==> src/rtl/sseg_scan_ctrl.sv <==
// Four-digit multiplexed 7-segment scanner: double-buffered display data,
// anti-ghosting gaps between digits and optional leading-zero blanking.
`timescale 1ns/1ps
module sseg_scan_ctrl #(
  parameter int unsigned DIGIT_CYC = 100000,
  parameter int unsigned GAP_CYC   = 1000
) (
  input  logic        clk,
  input  logic        reset,
  input  logic        en,
  input  logic        wr_valid,
  input  logic [15:0] wr_data,
  output logic        wr_ready,
  input  logic        blank_lz,
  output logic [3:0]  sseg_a_o,
  output logic [6:0]  sseg_c_o,
  output logic        frame_done
);

  // state | meaning
  // IDLE  | display dark; pending data committed at once; waits for en
  // ON    | one anode driven with its decoded digit for DIGIT_CYC cycles
  // GAP   | all anodes off for GAP_CYC cycles before the next digit
  typedef enum logic [1:0] {
    ST_IDLE = 2'd0,
    ST_ON   = 2'd1,
    ST_GAP  = 2'd2
  } state_t;

  localparam logic [19:0] DIG_LAST = 20'(DIGIT_CYC - 1);
  localparam logic [19:0] GAP_LAST = 20'((GAP_CYC == 0) ? 0 : GAP_CYC - 1);

  state_t      r_state, w_state_nxt;
  logic [1:0]  r_dig, w_dig_nxt;
  logic [19:0] r_cnt, w_cnt_nxt;
  logic [15:0] r_disp, r_pend, w_disp_nxt;
  logic        r_pend_full, w_pend_full_nxt;
  logic        w_accept, w_commit, w_end_gap, w_frame;
  logic [3:0]  w_nib, w_an_nxt;
  logic        w_blank;
  logic [6:0]  w_cat_nxt;
  logic [3:0]  r_an;
  logic [6:0]  r_cat;
  logic        r_fd, r_rdy;

  function automatic logic [6:0] hex2seg(input logic [3:0] h);
    logic [6:0] s;
    case (h)
      4'h0: s = 7'h40;  4'h1: s = 7'h79;  4'h2: s = 7'h24;  4'h3: s = 7'h30;
      4'h4: s = 7'h19;  4'h5: s = 7'h12;  4'h6: s = 7'h02;  4'h7: s = 7'h78;
      4'h8: s = 7'h00;  4'h9: s = 7'h10;  4'hA: s = 7'h08;  4'hB: s = 7'h03;
      4'hC: s = 7'h46;  4'hD: s = 7'h21;  4'hE: s = 7'h06;  default: s = 7'h0E;
    endcase
    return s;
  endfunction

  always_comb begin
    w_state_nxt = r_state;
    w_dig_nxt   = r_dig;
    w_cnt_nxt   = r_cnt;
    w_commit    = 1'b0;
    w_frame     = 1'b0;
    w_end_gap   = 1'b0;
    case (r_state)
      ST_IDLE: begin
        w_commit = r_pend_full;
        if (en) begin
          w_state_nxt = ST_ON;
          w_dig_nxt   = 2'd0;
          w_cnt_nxt   = 20'd0;
        end
      end
      ST_ON: begin
        if (!en) begin
          w_state_nxt = ST_IDLE;
          w_dig_nxt   = 2'd0;
          w_cnt_nxt   = 20'd0;
        end else if (r_cnt == DIG_LAST) begin
          if (GAP_CYC == 0) begin
            w_end_gap = 1'b1;
          end else begin
            w_state_nxt = ST_GAP;
            w_cnt_nxt   = 20'd0;
          end
        end else begin
          w_cnt_nxt = r_cnt + 20'd1;
        end
      end
      ST_GAP: begin
        if (!en) begin
          w_state_nxt = ST_IDLE;
          w_dig_nxt   = 2'd0;
          w_cnt_nxt   = 20'd0;
        end else if (r_cnt == GAP_LAST) begin
          w_end_gap = 1'b1;
        end else begin
          w_cnt_nxt = r_cnt + 20'd1;
        end
      end
      default: begin
        w_state_nxt = ST_IDLE;
        w_dig_nxt   = 2'd0;
        w_cnt_nxt   = 20'd0;
      end
    endcase
    // Commit only at a frame boundary so a frame never mixes old and new data.
    if (w_end_gap) begin
      w_state_nxt = ST_ON;
      w_dig_nxt   = r_dig + 2'd1;
      w_cnt_nxt   = 20'd0;
      if (r_dig == 2'd3) begin
        w_frame  = 1'b1;
        w_commit = r_pend_full;
      end
    end
  end

  assign w_accept        = wr_valid & ~r_pend_full;
  assign w_pend_full_nxt = w_commit ? 1'b0 : (w_accept ? 1'b1 : r_pend_full);
  assign w_disp_nxt      = w_commit ? r_pend : r_disp;

  // Outputs are precomputed from next-state values so they register cleanly.
  always_comb begin
    w_nib   = 4'h0;
    w_blank = 1'b0;
    case (w_dig_nxt)
      2'd0: w_nib = w_disp_nxt[3:0];
      2'd1: begin
        w_nib   = w_disp_nxt[7:4];
        w_blank = blank_lz & (w_disp_nxt[15:4] == 12'h000);
      end
      2'd2: begin
        w_nib   = w_disp_nxt[11:8];
        w_blank = blank_lz & (w_disp_nxt[15:8] == 8'h00);
      end
      default: begin
        w_nib   = w_disp_nxt[15:12];
        w_blank = blank_lz & (w_disp_nxt[15:12] == 4'h0);
      end
    endcase
    w_an_nxt  = 4'b1111;
    w_cat_nxt = 7'h7F;
    if (w_state_nxt == ST_ON) begin
      w_an_nxt  = ~(4'b0001 << w_dig_nxt);
      w_cat_nxt = w_blank ? 7'h7F : hex2seg(w_nib);
    end
  end

  always_ff @(posedge clk or negedge reset) begin
    if (!reset) begin
      r_state     <= ST_IDLE;
      r_dig       <= 2'd0;
      r_cnt       <= 20'd0;
      r_disp      <= 16'h0000;
      r_pend      <= 16'h0000;
      r_pend_full <= 1'b0;
      r_rdy       <= 1'b1;
      r_an        <= 4'b1111;
      r_cat       <= 7'h7F;
      r_fd        <= 1'b0;
    end else begin
      r_state     <= w_state_nxt;
      r_dig       <= w_dig_nxt;
      r_cnt       <= w_cnt_nxt;
      r_disp      <= w_disp_nxt;
      if (w_accept) r_pend <= wr_data;
      r_pend_full <= w_pend_full_nxt;
      r_rdy       <= ~w_pend_full_nxt;
      r_an        <= w_an_nxt;
      r_cat       <= w_cat_nxt;
      r_fd        <= w_frame;
    end
  end

  assign wr_ready   = r_rdy;
  assign sseg_a_o   = r_an;
  assign sseg_c_o   = r_cat;
  assign frame_done = r_fd;

endmodule

==> config.mk <==
export PLATFORM = sky130hd
export DESIGN_NAME = sseg_scan_ctrl
export DESIGN_NICKNAME = d
export VERILOG_FILES = /design/src/rtl/sseg_scan_ctrl.sv
export SDC_FILE = /design/constraint.sdc
export NUM_CORES = 1
export LEC_CHECK = 0
export BUFFER_PORTS_ARGS = -buffer_cell sky130_fd_sc_hd__buf_2
export CELL_PAD_IN_SITES_DETAIL_PLACEMENT = 1
export CELL_PAD_IN_SITES_GLOBAL_PLACEMENT = 2
export CORE_ASPECT_RATIO = 1.75
export CORE_MARGIN = 5
export CORE_UTILIZATION = 40
export DETAILED_ROUTE_END_ITERATION = 8
export GPL_TIMING_DRIVEN = 0
export PLACE_DENSITY = 0.9
export SYNTH_ARGS = -nofsm -noshare
export SYNTH_HDL_FRONTEND = slang
export SYNTH_SLANG_ARGS = --single-unit
==> constraint.sdc <==
create_clock -name clk -period 9.3 [get_ports clk]
set_input_delay 0.465 -clock clk [delete_from_list [all_inputs] [get_ports clk]]
set_output_delay 0.465 -clock clk [all_outputs]
set_load 0.005 [all_outputs]
### Word-level counts from Yosys, hierarchy flattened

Memories as Yosys holds them, arrays and structs flattened.
Cells that the tools add are included.

| word-level totals | value |
|---|---|
| register bits | 70 |
| latch bits | 0 |
| memory bits (writable) | 0 |
| ROM bits | 112 |
| input bits | 21 |
| output and inout bits | 13 |
| memories kept | 1 |

Memory list:

| memory | depth | bits a word | rd ports | clocked after Yosys merged registers in | write ports | RTL line | source |
|---|---|---|---|---|---|---|---|
| (name not given) | 16 | 7 | 1 | 0 | 0 | 48 | `case (h)` |

| cells by class | value |
|---|---|
| add/subtract/negate cells | 2 |
| multipliers | 0 |
| div/mod/pow operators | 0 |
| order comparisons | 0 |
| equal/unequal tests | 10 |
| shift operators | 1 |
| mux-type cells | 33 |
| bitwise logic cells | 7 |
| reduce and logical (&&, ||, !) cells | 7 |

Operators by type and width:

| operator | number |
|---|---|
| 20-bit 2-to-1 mux | 6 |
| 20-bit one-hot mux with 3 select lines | 1 |
| 20-bit by 1-bit adder with 20-bit output, second input constant | 1 |
| 20-bit by 10-bit == test with 1-bit output, second input constant | 1 |
| 20-bit by 17-bit == test with 1-bit output, second input constant | 1 |
| 16-bit 2-to-1 mux | 1 |
| 2-bit 2-to-1 mux | 8 |
| 7-bit 2-to-1 mux | 2 |
| 12-bit zero test | 1 |
| 4-bit one-hot mux with 3 select lines | 1 |
| 1-bit 2-to-1 mux | 10 |
| 8-bit zero test | 1 |
| 2-bit by 1-bit == test with 1-bit output, second input constant | 3 |
| 2-bit == test, second input constant | 3 |
| 2-bit one-hot mux with 3 select lines | 1 |
| 1-bit bitwise AND | 4 |
| 2-bit zero test | 2 |
| 4-bit zero test | 1 |
| 4-bit 2-to-1 mux | 1 |
| 4-bit inequality test, second input constant | 1 |
| 4-bit NOT | 1 |
| 2-bit one-hot mux with 2 select lines | 1 |
| 1-bit by 2-bit left shift with 4-bit output, first input constant | 1 |
| 3-bit inequality test, second input constant | 1 |
| other kinds (5) | 6 |

### Depth between registers and ports, before layout

Gate-level depths: netlist of the first run.

| depth | value |
|---|---|
| word-level depth | 11 |
| mapped depth | 15 |
| gate-level depth less buffers | 14 |

### Least setup slack after synthesis of the first run

OpenSTA, ideal clock, no wires.

| timing | value |
|---|---|
| path type | reg2reg |
| start | register r_state[0] |
| end | register r_cat[3] (netlist: sseg_c_o[3]) |
| setup time | 0.078 ns |
| arrival | 3.536 ns |
| setup slack | 5.686 ns |
| stages on the path, launching flop included | 13 |
| buffers on the path | 0 |
| cell sequence | dfrtp_1 > inv_1 > ha_1 > or4b_1 > or4_4 > o31ai_4 > mux2_2 > mux2_2 > mux2_2 > ha_1 > mux2_2 > mux2i_1 > nand2_1 |

RTL lines:

| element | RTL line | source |
|---|---|---|
| from (decl) | 33 | `state_t r_state, w_state_nxt;` |
| from (signal assigned) | 162 | `r_state <= w_state_nxt;` |
| 2-bit zero test | 64 | `case (r_state)` |
| 1-bit 2-to-1 mux | 64 |  |
| 1-bit 2-to-1 mux | 111 | `if (r_dig == 2'd3) begin` |
| 1-bit 2-to-1 mux * | 107 | `if (w_end_gap) begin` |
| 16-bit 2-to-1 mux * | 120 | `assign w_disp_nxt = w_commit ? r_pend : r_disp;` |
| net w_disp_nxt[0] | 36 | `logic [15:0] r_disp, r_pend, w_disp_nxt;` |
| 4-bit one-hot mux with 3 select lines * | 126 | `case (w_dig_nxt)` |
| memory 16 x 7 bit * | - |  |
| 7-bit 2-to-1 mux * | 145 | `w_cat_nxt = w_blank ? 7'h7F : hex2seg(w_nib);` |
| 7-bit 2-to-1 mux * | 143 | `if (w_state_nxt == ST_ON) begin` |
| net w_cat_nxt[3] | 41 | `logic [6:0] w_cat_nxt;` |
| to (signal assigned) | 170 | `r_cat <= w_cat_nxt;` |
| to (decl) | 43 | `logic [6:0] r_cat;` |

Mark *: on every way through the listed nets, which the timed path passes. The rest lies on a longest branch.
A chain may end at the register's enable or synchronous reset.

### Worst setup path in the final report of the first run

| timing | value |
|---|---|
| start | register r_state[0] |
| end | register r_cat[3] (netlist: sseg_c_o[3]) |

RTL lines:

| element | RTL line | source |
|---|---|---|
| 2-bit == test / 2-bit by 1-bit == test with 1-bit output (equally long branches) | 64 |  |
| 2-bit OR reduction (no source line) | - |  |
| 2-bit one-hot mux with 2 select lines | 64 |  |
| 2-bit 2-to-1 mux * | 107 |  |
| net w_dig_nxt[0] | 34 | `logic [1:0] r_dig, w_dig_nxt;` |
| 2-bit == test (tied with other cells) | 126 |  |
| 4-bit one-hot mux with 3 select lines | 126 |  |
| memory 16 x 7 bit | - |  |
| 7-bit 2-to-1 mux * | 145 |  |
| 7-bit 2-to-1 mux * | 143 |  |
| net w_cat_nxt[3] | 41 |  |

Marked as above.

==> out/qor.csv, run 1 <==
stage;metric;value;unit
cells_and_area;Nets;485;
critical_path;R2R depth;14;
synthesis;Synth Warn #;0;
place;GPL Wtd Cong;0.850;
sta;post-layout min period;4160;ps
synthesis;Post-synth ARST share;100;%
synthesis;Post-synth top flop;dfrtp_1;
power_and_ir_drop;sequential power share;34.1;%
power_and_ir_drop;internal power;0.944;mW
clock_network;Sink Count;70;
die;Die Width;86.5;µm
clock_network;Clock Path Buffers;2;
drt;Routed WL per cell;19.9;µm
cells_and_area;Finished Core Util;46.9;%
clock_network;Root Buffer Master;clkbuf_16;
sta;Tcrit/Tclk final;44.7;%
grt;total global routing overflow;0;
critical_path;crit end category;register;
drt;First DRT Iteration DRCs;162;
clock_network;Hold Buf Count CTS;0;
clock_network;clk slew on worst S/H paths;70;ps
critical_path;FF-to-FF Start;r_state[0];
power_and_ir_drop;PD cells;307;nW/µm²
synthesis;top cells by instance count after synthesis;dfrtp_1 (58), nand2_1 (56), o21ai_0 (38);
cells_and_area;layout cell share with drive strength beyond 1;25.5;%
critical_path;RR Endpoint;sseg_c_o[3];
cells_and_area;area delta synth->final;16.7;%
place;input/output buffers;33;
run_status;status;completed;
clock_network;worst skew pair latency;340;ps
drt;drt pass-1 iters;4;
synthesis;most common cell in the synthesized netlist;dfrtp_1;
grt;largest net degree at the start of global routing;71;
power_and_ir_drop;Comb power frac;38.0;%
critical_path;CP Launch Type;register;
clock_network;CTS tree;yes;
clock_network;CTS buffer count;9;
sta;Setup-failing EPs final;0;
drt;# DRC;0;
critical_path;Worst Path Arrival;4420;ps
drt;Detail Route Antenna Nets;0;
place;pre-CTS WS;5190;ps
cells_and_area;ANT cells;0;
synthesis;Synth area leader;dfrtp_1;
cells_and_area;FILL cells;1204;
grt;vias in the first global route;3658;
die;Ports;34;
synthesis;Post-Syn Area;4100;µm²
power_and_ir_drop;Clk network pwr share;28.0;%
critical_path;Worst R2R Setup Slack;5140;ps
sta;Slew Viols, Final;0;
die;core area;10200;µm²
critical_path;Critical Path RT;9570;ps
sta;RSZ-0062 raised after global routing;no;
sta;Hold WS;228;ps
power_and_ir_drop;Switching Power;0.525;mW
synthesis;top cell type's share of synthesized area;35.4;%
grt;initial antenna violation count;0;
grt;global-route wire length before repair;18.6;mm
drt;via count;3384;
synthesis;register bit total from synthesis;70;
sta;slack of the critical path;5140;ps
power_and_ir_drop;maximum vdd drop;113;µV
die;Initial Util;40.2;%
sta;Fin Setup TNS;0;ps
sta;Highest Clock Rate;240;MHz
drt;Post-Route WL;11.7;mm
clock_network;H-tree depth;3;
sta;Rel. slew slack;38.6;%
power_and_ir_drop;Switching Fraction;35.7;%
synthesis;synthesized instance count;410;
critical_path;Crit Path Max Fanout;10;
die;total die area;12400;µm²
synthesis;sequential share of the synthesized area;43.1;%
synthesis;largest cells by area after synthesis;dfrtp_1 (35%), mux2_2 (8.8%), dfstp_2 (7.7%);
worst_hold_path;Hold Path Class;input port to asynchronous set/reset pin;
power_and_ir_drop;leakage power;2.03;nW
place;HPWL after DPL;8.81;mm
flow_run;max-cap viol count;0;
synthesis;synthesized area per cell;9.99;µm²
drt;Vias/cell;5.77;
synthesis;Synthesized Nets;441;
sta;Worst-Margin Slew;921;ps
clock_network;post-cts sizing count;0;
synthesis;Yosys cell types;59;
die;row count;49;
grt;gr usage total;19.6;%
clock_network;post-CTS setup buffer count;0;
sta;skew final;11.3;ps
synthesis;Post-synth EDFFs;0;
critical_path;crit path kind;register to register;
sta;Fin. Hold Viols;0;
die;Die Y;144;µm
[power groups by stage]
stage | combinational, mW | sequential, mW | clock [mW]
floorplan | 0.413 | 0.472 | 0
global placement | 0.535 | 0.499 | 0
detailed placement | 0.558 | 0.506 | 0
CTS | 0.562 | 0.502 | 0.417
global route | 0.610 | 0.511 | 0.433
finish | 0.558 | 0.500 | 0.411
[sequential cells by signal, summed over array words and instances (netlist names)]
register,flops
frame_done,1
r_cnt,20
r_dig,2
r_disp,16
r_pend,16
r_pend_full,1
r_state,2
sseg_a_o,4
sseg_c_o,7
wr_ready,1
[worst max-delay path by stage]
stage                             end  slack [ps]  startpoint  cells after the start
final                     sseg_c_o[3]        5140  r_state[0]                     14
after global routing      sseg_c_o[3]        4970  r_state[0]                     14
after CTS                 sseg_c_o[3]        5130  r_state[0]                     14
after detailed placement  sseg_c_o[3]        5190  r_state[0]                     14
after global placement    sseg_c_o[3]        5290  r_state[0]                     13
after floorplan           sseg_c_o[3]        5690  r_state[0]                     12
[metrics by stage]
step	power, mW	cell area, µm²	instances
3_3_place_gp	1.03	4420	570
2_1_floorplan	0.885	4100	410
3_5_place_dp	1.06	4420	570
5_1_grt	1.55	4780	586
4_1_cts	1.48	4780	586
6_report	1.47	4780	586
[cell usage in the layout (no fill, tap or decap), types with 5 or more instances in the layout]
cell type and count:
clkbuf_16 9, o211a_1 8, a21oi_1 7, xor2_1 8
nor2b_1 14, buf_2 35, nand3_1 26, o21ai_0 38
nor2_1 12, dfrtp_1 58, nand4_1 7, mux2_2 32
nand2b_1 7, o31ai_1 5, inv_1 13, dfstp_2 12
a31oi_1 10, clkbuf_1 9, mux2i_1 8, ha_1 10
nand2_1 56
[metal layers]
layer / track usage, % / wire [µm] / vias to the layer above
met5: 0 / 0 / -
met2: 38.4 / 6780 / 63
li1: - / - / 1581
met4: 10.1 / 467 / 0
met3: 3.61 / 349 / 30
met1: 18.7 / 4060 / 1710
[cell type report]
type | count | area, µm² | area share, %
Buffer | 19 | 118 | 2.46
Clock buffer | 10 | 239 | 5.00
Clock inverter | 6 | 116 | 2.44
Inverter | 13 | 48.8 | 1.02
Multi-Input combinational cell | 308 | 2160 | 45.3
Sequential cell | 70 | 1770 | 37.0
Tap cell | 127 | 159 | 3.33
Timing Repair Buffer | 33 | 168 | 3.51
[cells by family after synthesis]
group,after synthesis,synth area share [%]
simple gates,155,20.5
compound gates,94,16.6
flops,70,43.1
xor+xnor,9,1.92
mux,40,10.8
buf+inv,32,4.06
fa+ha+maj,10,3.06
[worst max-delay path, stage by stage (launching register included)]
cell	delay [ps]
dfrtp_1	440
inv_1	110
ha_1	260
or4b_1	460
or4_4	590
o211ai_2	490
o31ai_4	270
mux2i_1	180
mux2i_1	440
inv_1	140
ha_1	260
inv_1	120
mux2i_1	80
mux2i_1	170
nand2_1	80
(Power assumes the default switching activity.)
==> inputs of run 2 (changes only) <==
--- a/config.mk
+++ b/config.mk
@@ -10,10 +10,10 @@
 export CELL_PAD_IN_SITES_GLOBAL_PLACEMENT = 2
 export CORE_ASPECT_RATIO = 1.75
 export CORE_MARGIN = 5
-export CORE_UTILIZATION = 40
+export CORE_UTILIZATION = 35
 export DETAILED_ROUTE_END_ITERATION = 8
 export GPL_TIMING_DRIVEN = 0
-export PLACE_DENSITY = 0.9
+export PLACE_DENSITY = 0.84
 export SYNTH_ARGS = -nofsm -noshare
 export SYNTH_HDL_FRONTEND = slang
 export SYNTH_SLANG_ARGS = --single-unit
==> constraint.sdc (replaced) <==
create_clock -name clk -period 3.5 [get_ports clk]
set_input_delay 0.175 -clock clk [delete_from_list [all_inputs] [get_ports clk]]
set_output_delay 0.175 -clock clk [all_outputs]
set_load 0.005 [all_outputs]
==> run 2 against run 1 <==
Compared with the run above: the flow now finishes with violations (negative setup slack); core utilization decreased by 2.0 points; worst hold slack got worse by 170 ps; via count increased by 4.4%; critical path type unchanged; critical endpoint unchanged; largest cell class unchanged; highest routed layer unchanged.
==> out/qor.csv, run 2 (synthesis gave the netlist of run 1 again) <==
stage;metric;value;unit;change
power_and_ir_drop;Clk network pwr share;20.8;%;was 28.0%
die;core area;11500;µm²;was 10200 µm²
drt;via count;3532;;was 3384
sta;post-layout min period;3670;ps;was 4160 ps
cells_and_area;most flop-heavy register;r_cnt;;unchanged
critical_path;CP bufs+invs;3;;unchanged
critical_path;crit path kind;register to register;;unchanged
die;Ports;34;;unchanged
grt;total global routing overflow;0;;unchanged
power_and_ir_drop;Switching Fraction;38.9;%;was 35.7%
critical_path;Critical Path RT;3770;ps;was 9570 ps
grt;global-route wire length before repair;20.0;mm;was 18.6 mm
power_and_ir_drop;maximum vdd drop;317;µV;was 113 µV
place;HPWL after DPL;8.72;mm;was 8.81 mm
power_and_ir_drop;PD cells;837;nW/µm²;was 307 nW/µm²
clock_network;CTS buffer count;9;;unchanged
sta;Hold WS;56.8;ps;was 228 ps
power_and_ir_drop;Design Power;4.33;mW;was 1.47 mW
critical_path;CP peak stage delay;570;ps;was 590 ps
sta;Slew Viols, Final;0;;unchanged
cells_and_area;area delta synth->final;26.2;%;was 16.7%
sta;slack of the critical path;-168;ps;was 5140 ps
cells_and_area;biggest regs;r_cnt (20), r_disp (16), r_pend (16);;unchanged
worst_hold_path;Hold Path Class;input port to register;;was input port to asynchronous set/reset pin
power_and_ir_drop;internal power;2.64;mW;was 0.944 mW
power_and_ir_drop;Comb power frac;48.1;%;was 38.0%
drt;Routed WL per cell;20.5;µm;was 19.9 µm
sta;Worst-Margin Slew;657;ps;was 921 ps
drt;Vias/cell;5.71;;was 5.77
sta;Setup-failing EPs final;7;;was 0
cells_and_area;Largest register FFs;20;;unchanged
grt;vias in the first global route;3943;;was 3658
cells_and_area;post-route cell area;5170;µm²;was 4780 µm²
critical_path;CP Launch Type;register;;unchanged
clock_network;H-tree depth;3;;unchanged
die;row count;52;;was 49
power_and_ir_drop;Switching Power;1.68;mW;was 0.525 mW
flow_run;max-cap viol count;0;;unchanged
die;Die Width;91.8;µm;was 86.5 µm
critical_path;crit end category;register;;unchanged
sta;Rel. slew slack;56.2;%;was 38.6%
run_status;status;complete, but fails checks;;was completed
critical_path;Crit Path Max Fanout;10;;unchanged
sta;skew final;10.2;ps;was 11.3 ps
critical_path;Worst Path Arrival;3930;ps;was 4420 ps
place;input/output buffers;33;;unchanged
clock_network;Sink Count;70;;unchanged
critical_path;crit-path leading delay family;simple AND/OR/NAND/NOR gates;;unchanged
die;total die area;14000;µm²;was 12400 µm²
clock_network;Root Buffer Master;clkbuf_16;;unchanged
critical_path;R2R depth;11;;was 14
grt;gr usage total;18.1;%;was 19.6%
drt;drt pass-1 iters;6;;was 4
critical_path;WP depth;11;;was 14
sta;RSZ-0062 raised after global routing;yes;;was no
run_status;failing checks;negative setup slack;;
power_and_ir_drop;sequential power share;31.2;%;was 34.1%
cells_and_area;FILL cells;1293;;was 1204
cells_and_area;Nets;510;;was 485
drt;Detail Route Antenna Nets;0;;unchanged
clock_network;clk slew on worst S/H paths;70;ps;about the same
place;GPL Wtd Cong;0.869;;was 0.850
place;Post-DP Area;4480;µm²;was 4420 µm²
die;Initial Util;35.6;%;was 40.2%
grt;largest net degree at the start of global routing;71;;unchanged
clock_network;CTS tree;yes;;unchanged
worst_hold_path;Worst Hold Depth;2;;
critical_path;Worst R2R Setup Slack;-170;ps;was 5140 ps
clock_network;worst skew pair latency;340;ps;about the same
grt;initial antenna violation count;0;;unchanged
cells_and_area;most frequent cells in the layout;nand2_1 (56), dfrtp_1 (56), o21ai_0 (36), buf_2 (35), nand3_1 (26);;was dfrtp_1 (58), nand2_1 (56), o21ai_0 (38), buf_2 (35), mux2_2 (32)
sta;Highest Clock Rate;273;MHz;was 240 MHz
clock_network;Clock Path Buffers;2;;unchanged
critical_path;critical path cell sequence;or4_4 > or4_1 > buf_4 > buf_2 > o31ai_4 > buf_4 > mux2_4 > ha_4 > mux2_4 > mux2i_4 > nand2_1;;was inv_1 > ha_1 > or4b_1 > or4_4 > o211ai_2 > o31ai_4 > mux2i_1 > mux2i_1 > inv_1 > ha_1 > inv_1 > mux2i_1 > mux2i_1 > nand2_1
drt;First DRT Iteration DRCs;132;;was 162
sta;Tcrit/Tclk final;105;%;was 44.7%
drt;# DRC;0;;unchanged
die;Die Y;153;µm;was 144 µm
cells_and_area;layout cell share with drive strength beyond 1;34.9;%;was 25.5%
sta;Fin. Hold Viols;0;;unchanged
critical_path;Slowest-stage cell, CP;or4_4;;unchanged
power_and_ir_drop;leakage power;2.18;nW;was 2.03 nW
drt;Post-Route WL;12.7;mm;was 11.7 mm
cells_and_area;ANT cells;0;;unchanged
## run 2: power groups by stage
stage	clock [mW]	combinational (mW)	sequential (mW)
4_1_cts	0.922	1.77	1.34
2_1_floorplan	0	1.12	1.26
3_3_place_gp	0	1.44	1.34
6_report	0.898	2.08	1.35
3_5_place_dp	0	1.50	1.36
5_1_grt	0.961	2.23	1.38
## run 2: metrics by stage
step / setup TNS (ps) / setup slack [ps] / util, % / cells
3_5_place_dp: -3240 / -594 / 38.9 / 579
6_report: -435 / -168 / 44.9 / 619
4_1_cts: -777 / -191 / 43.2 / 610
5_1_grt: -1150 / -257 / 44.9 / 619
2_1_floorplan: 0 / 9.03 / - / 410
3_3_place_gp: -2740 / -502 / 38.6 / 578
## run 2: repair_timing
action / CTS / global route
endpoints found under the hold margin: 58 / 0
hold buffers: 1 / 0
pin swaps: 10 / 4
cloned: 0 / 1
setup endpoints to repair: 11 / 17
buffers inserted: 14 / 9
gates resized for setup: 26 / 29
## run 2: path summary, 6_finish.rpt
kind                        startpoint           to
setup / recovery             r_cnt[14]  sseg_c_o[3]
hold / removal             wr_data[15]   r_pend[15]
setup reg to reg             r_cnt[14]  sseg_c_o[3]
hold reg to reg              r_cnt[17]    r_cnt[17]
max in group asynchronous        reset     wr_ready
min in group asynchronous        reset    r_disp[6]
## run 2: routing by layer
layer  wire length, µm  vias up  track usage, %
li1                  -     1642               -
met1              4450     1793            17.6
met2              7170       61            34.0
met3               346       36            3.20
met4               725        0            11.8
met5                 0        -               0
## run 2: layout make-up
| class | instances | area, µm² | share of cell area, % |
|---|---|---|---|
| Buffer | 19 | 134 | 2.59 |
| Clock buffer | 9 | 225 | 4.36 |
| Clock inverter | 7 | 61.3 | 1.19 |
| Inverter | 13 | 48.8 | 0.944 |
| Multi-Input combinational cell | 308 | 2380 | 46.1 |
| Sequential cell | 70 | 1770 | 34.2 |
| Tap cell | 135 | 169 | 3.27 |
| Timing Repair Buffer | 58 | 379 | 7.33 |
==> inputs of run 3 (changes only) <==
--- a/config.mk
+++ b/config.mk
@@ -10,10 +10,10 @@
 export CELL_PAD_IN_SITES_GLOBAL_PLACEMENT = 2
 export CORE_ASPECT_RATIO = 1.75
 export CORE_MARGIN = 5
-export CORE_UTILIZATION = 35
+export CORE_UTILIZATION = 39
 export DETAILED_ROUTE_END_ITERATION = 8
 export GPL_TIMING_DRIVEN = 0
-export PLACE_DENSITY = 0.84
+export PLACE_DENSITY = 0.88
 export SYNTH_ARGS = -nofsm -noshare
 export SYNTH_HDL_FRONTEND = slang
 export SYNTH_SLANG_ARGS = --single-unit
==> constraint.sdc (replaced) <==
create_clock -name clk -period 4 [get_ports clk]
set_input_delay 0.2 -clock clk [delete_from_list [all_inputs] [get_ports clk]]
set_output_delay 0.2 -clock clk [all_outputs]
set_load 0.005 [all_outputs]
==> run 3 against run 2 <==
Compared with the run above: the flow finishes with violations (negative hold slack); via count down 1.5%; combinational power shrank 32%; first-iteration DRC count grew 17%; non-clock buffer count shrank 15; total power fell by 20%.
==> out/qor.csv, run 3 (synthesis gave the netlist of run 1 again) <==
stage;metric;value;unit;change
cells_and_area;post-route cell area;4890;µm²;was 5170 µm²
cells_and_area;biggest regs;r_cnt (20), r_disp (16), r_pend (16);;unchanged
critical_path;Worst R2R Setup Slack;140;ps;was -170 ps
power_and_ir_drop;Switching Power;1.29;mW;was 1.68 mW
power_and_ir_drop;PD cells;708;nW/µm²;was 837 nW/µm²
cells_and_area;Nets;495;;was 510
place;HPWL after DPL;8.79;mm;was 8.72 mm
drt;First DRT Iteration DRCs;154;;was 132
clock_network;clk slew on worst S/H paths;70;ps;about the same
critical_path;Crit Path Max Fanout;6;;was 10
power_and_ir_drop;Comb power frac;40.9;%;was 48.1%
clock_network;Clock Path Buffers;2;;unchanged
critical_path;R2R depth;13;;was 11
sta;post-layout min period;3860;ps;was 3670 ps
critical_path;CP Launch Type;register;;unchanged
drt;Routed WL per cell;20.4;µm;was 20.5 µm
die;Die Width;87.5;µm;was 91.8 µm
critical_path;crit end category;register;;unchanged
sta;Setup-failing EPs final;0;;was 7
critical_path;critical path endpoint;sseg_c_o[3];;unchanged
drt;drt pass-1 iters;4;;was 6
die;Die Y;146;µm;was 153 µm
place;Post-DP Area;4420;µm²;was 4480 µm²
clock_network;CTS tree;yes;;unchanged
clock_network;Sink Count;70;;unchanged
cells_and_area;FILL cells;1180;;was 1293
grt;global-route wire length before repair;19.4;mm;was 20.0 mm
place;input/output buffers;33;;unchanged
sta;Rel. slew slack;33.7;%;was 56.2%
sta;Fin. Hold Viols;16;;was 0
cells_and_area;most frequent cells in the layout;nand2_1 (56), dfrtp_1 (56), o21ai_0 (38), buf_2 (35), mux2_2 (31);;was nand2_1 (56), dfrtp_1 (56), o21ai_0 (36), buf_2 (35), nand3_1 (26)
drt;via count;3479;;was 3532
clock_network;worst skew pair latency;350;ps;was 340 ps
drt;Post-Route WL;12.1;mm;was 12.7 mm
power_and_ir_drop;Design Power;3.46;mW;was 4.33 mW
clock_network;H-tree depth;3;;unchanged
sta;Slew Viols, Final;0;;unchanged
sta;Worst-Margin Slew;987;ps;was 657 ps
grt;vias in the first global route;3746;;was 3943
cells_and_area;Largest register FFs;20;;unchanged
die;core area;10300;µm²;was 11500 µm²
place;pre-CTS WS;-56.8;ps;was -594 ps
clock_network;CTS buffer count;9;;unchanged
drt;Detail Route Antenna Nets;0;;unchanged
die;row count;49;;was 52
run_status;status;complete, but fails checks;;unchanged
cells_and_area;ANT cells;0;;unchanged
critical_path;Critical Path RT;4270;ps;was 3770 ps
clock_network;Root Buffer Master;clkbuf_16;;unchanged
critical_path;crit path from;r_state[0];;was r_cnt[14]
cells_and_area;most flop-heavy register;r_cnt;;unchanged
grt;gr usage total;19.7;%;was 18.1%
critical_path;FF-to-FF Start;r_state[0];;was r_cnt[14]
critical_path;RR Endpoint;sseg_c_o[3];;unchanged
sta;Hold WS;-47.9;ps;was 56.8 ps
drt;Vias/cell;5.84;;was 5.71
power_and_ir_drop;sequential power share;33.5;%;was 31.2%
cells_and_area;layout cell share with drive strength beyond 1;29.4;%;was 34.9%
run_status;failing checks;negative hold slack;;was negative setup slack
power_and_ir_drop;leakage power;2.06;nW;was 2.18 nW
sta;Highest Clock Rate;259;MHz;was 273 MHz
sta;skew final;12.0;ps;was 10.2 ps
drt;# DRC;0;;unchanged
power_and_ir_drop;maximum vdd drop;318;µV;was 317 µV
power_and_ir_drop;Clk network pwr share;25.5;%;was 20.8%
cells_and_area;area delta synth->final;19.5;%;was 26.2%
place;GPL Wtd Cong;0.866;;was 0.869
die;Initial Util;39.8;%;was 35.6%
critical_path;Worst Path Arrival;4130;ps;was 3930 ps
grt;largest net degree at the start of global routing;71;;unchanged
grt;total global routing overflow;0;;unchanged
die;Ports;34;;unchanged
grt;initial antenna violation count;0;;unchanged
power_and_ir_drop;Switching Fraction;37.2;%;was 38.9%
sta;slack of the critical path;140;ps;was -168 ps
worst_hold_path;Hold Path Class;input port to asynchronous set/reset pin;;was input port to register
flow_run;max-cap viol count;0;;unchanged
die;total die area;12700;µm²;was 14000 µm²
critical_path;crit path kind;register to register;;unchanged
sta;Tcrit/Tclk final;96.5;%;was 105%
power_and_ir_drop;internal power;2.18;mW;was 2.64 mW
==> run 3: worst min-delay path by stage <==
stage                     startpoint         end  slack (ps)  cells after the start
after global placement    wr_data[2]   r_pend[2]         430                      2
after CTS                      reset   r_disp[6]          20                      1
after global routing           reset   r_disp[6]          40                      1
final                          reset   r_disp[6]         -50                      1
after floorplan                reset  frame_done        -100                      0
after detailed placement       reset   r_disp[2]         390                      1
==> run 3: critical path, cell delays in order, from the launching register on <==
cell     delay, ps
dfrtp_2        420
inv_2           90
ha_4           160
or4b_1         440
or4_4          560
o31ai_4        330
buf_6          150
mux2_2         340
mux2_2         280
mux2_4         330
ha_4           180
mux2_2         270
mux2i_1        150
nand2_1         80
==> run 3: repair_timing <==
item | CTS | global route
gates resized for setup | 3 | 15
hold buffers | 0 | 0
pin swaps | 1 | 3
buffers inserted | 0 | 10
endpoints found under the setup margin | 2 | 6
==> run 3: stage by stage <==
step	TNS [ps]	utilization, %	std cells	hold WS (ps)
2_1_floorplan	0	-	410	-95.6
3_3_place_gp	0	42.9	570	432
3_5_place_dp	-56.8	42.9	570	394
4_1_cts	0	46.2	586	21.5
5_1_grt	-50.7	47.5	596	42.7
6_report	0	47.5	596	-47.9
==> run 3: final cells by class <==
cell class	count	area [µm²]	share of cell area (%)
multi-input cells	308	2230	45.5
plain buffers	19	118	2.40
repair buffers	43	246	5.04
well taps	127	159	3.25
clock buffers	10	229	4.68
flip-flops and latches	70	1770	36.2
inverters	13	48.8	0.997
clock inverters	6	93.8	1.92
==> run 3: routing by layer <==
layer / wire length (µm) / up-vias / global-route usage [%] / share of wire, %
met5: 0 / - / 0 / 0
met4: 508 / 0 / 10.6 / 4.2
met3: 338 / 32 / 3.63 / 2.8
met2: 7040 / 60 / 36.5 / 58
met1: 4260 / 1772 / 19.9 / 35
li1: - / 1615 / - / -
==> run 3: power by group through the flow <==
stage	Combinational, mW	Clock, mW	Sequential, mW
after floorplan	0.959	0	1.10
after global placement	1.25	0	1.16
after detailed placement	1.30	0	1.17
after CTS	1.32	0.897	1.17
after global routing	1.56	0.929	1.19
final	1.42	0.885	1.16
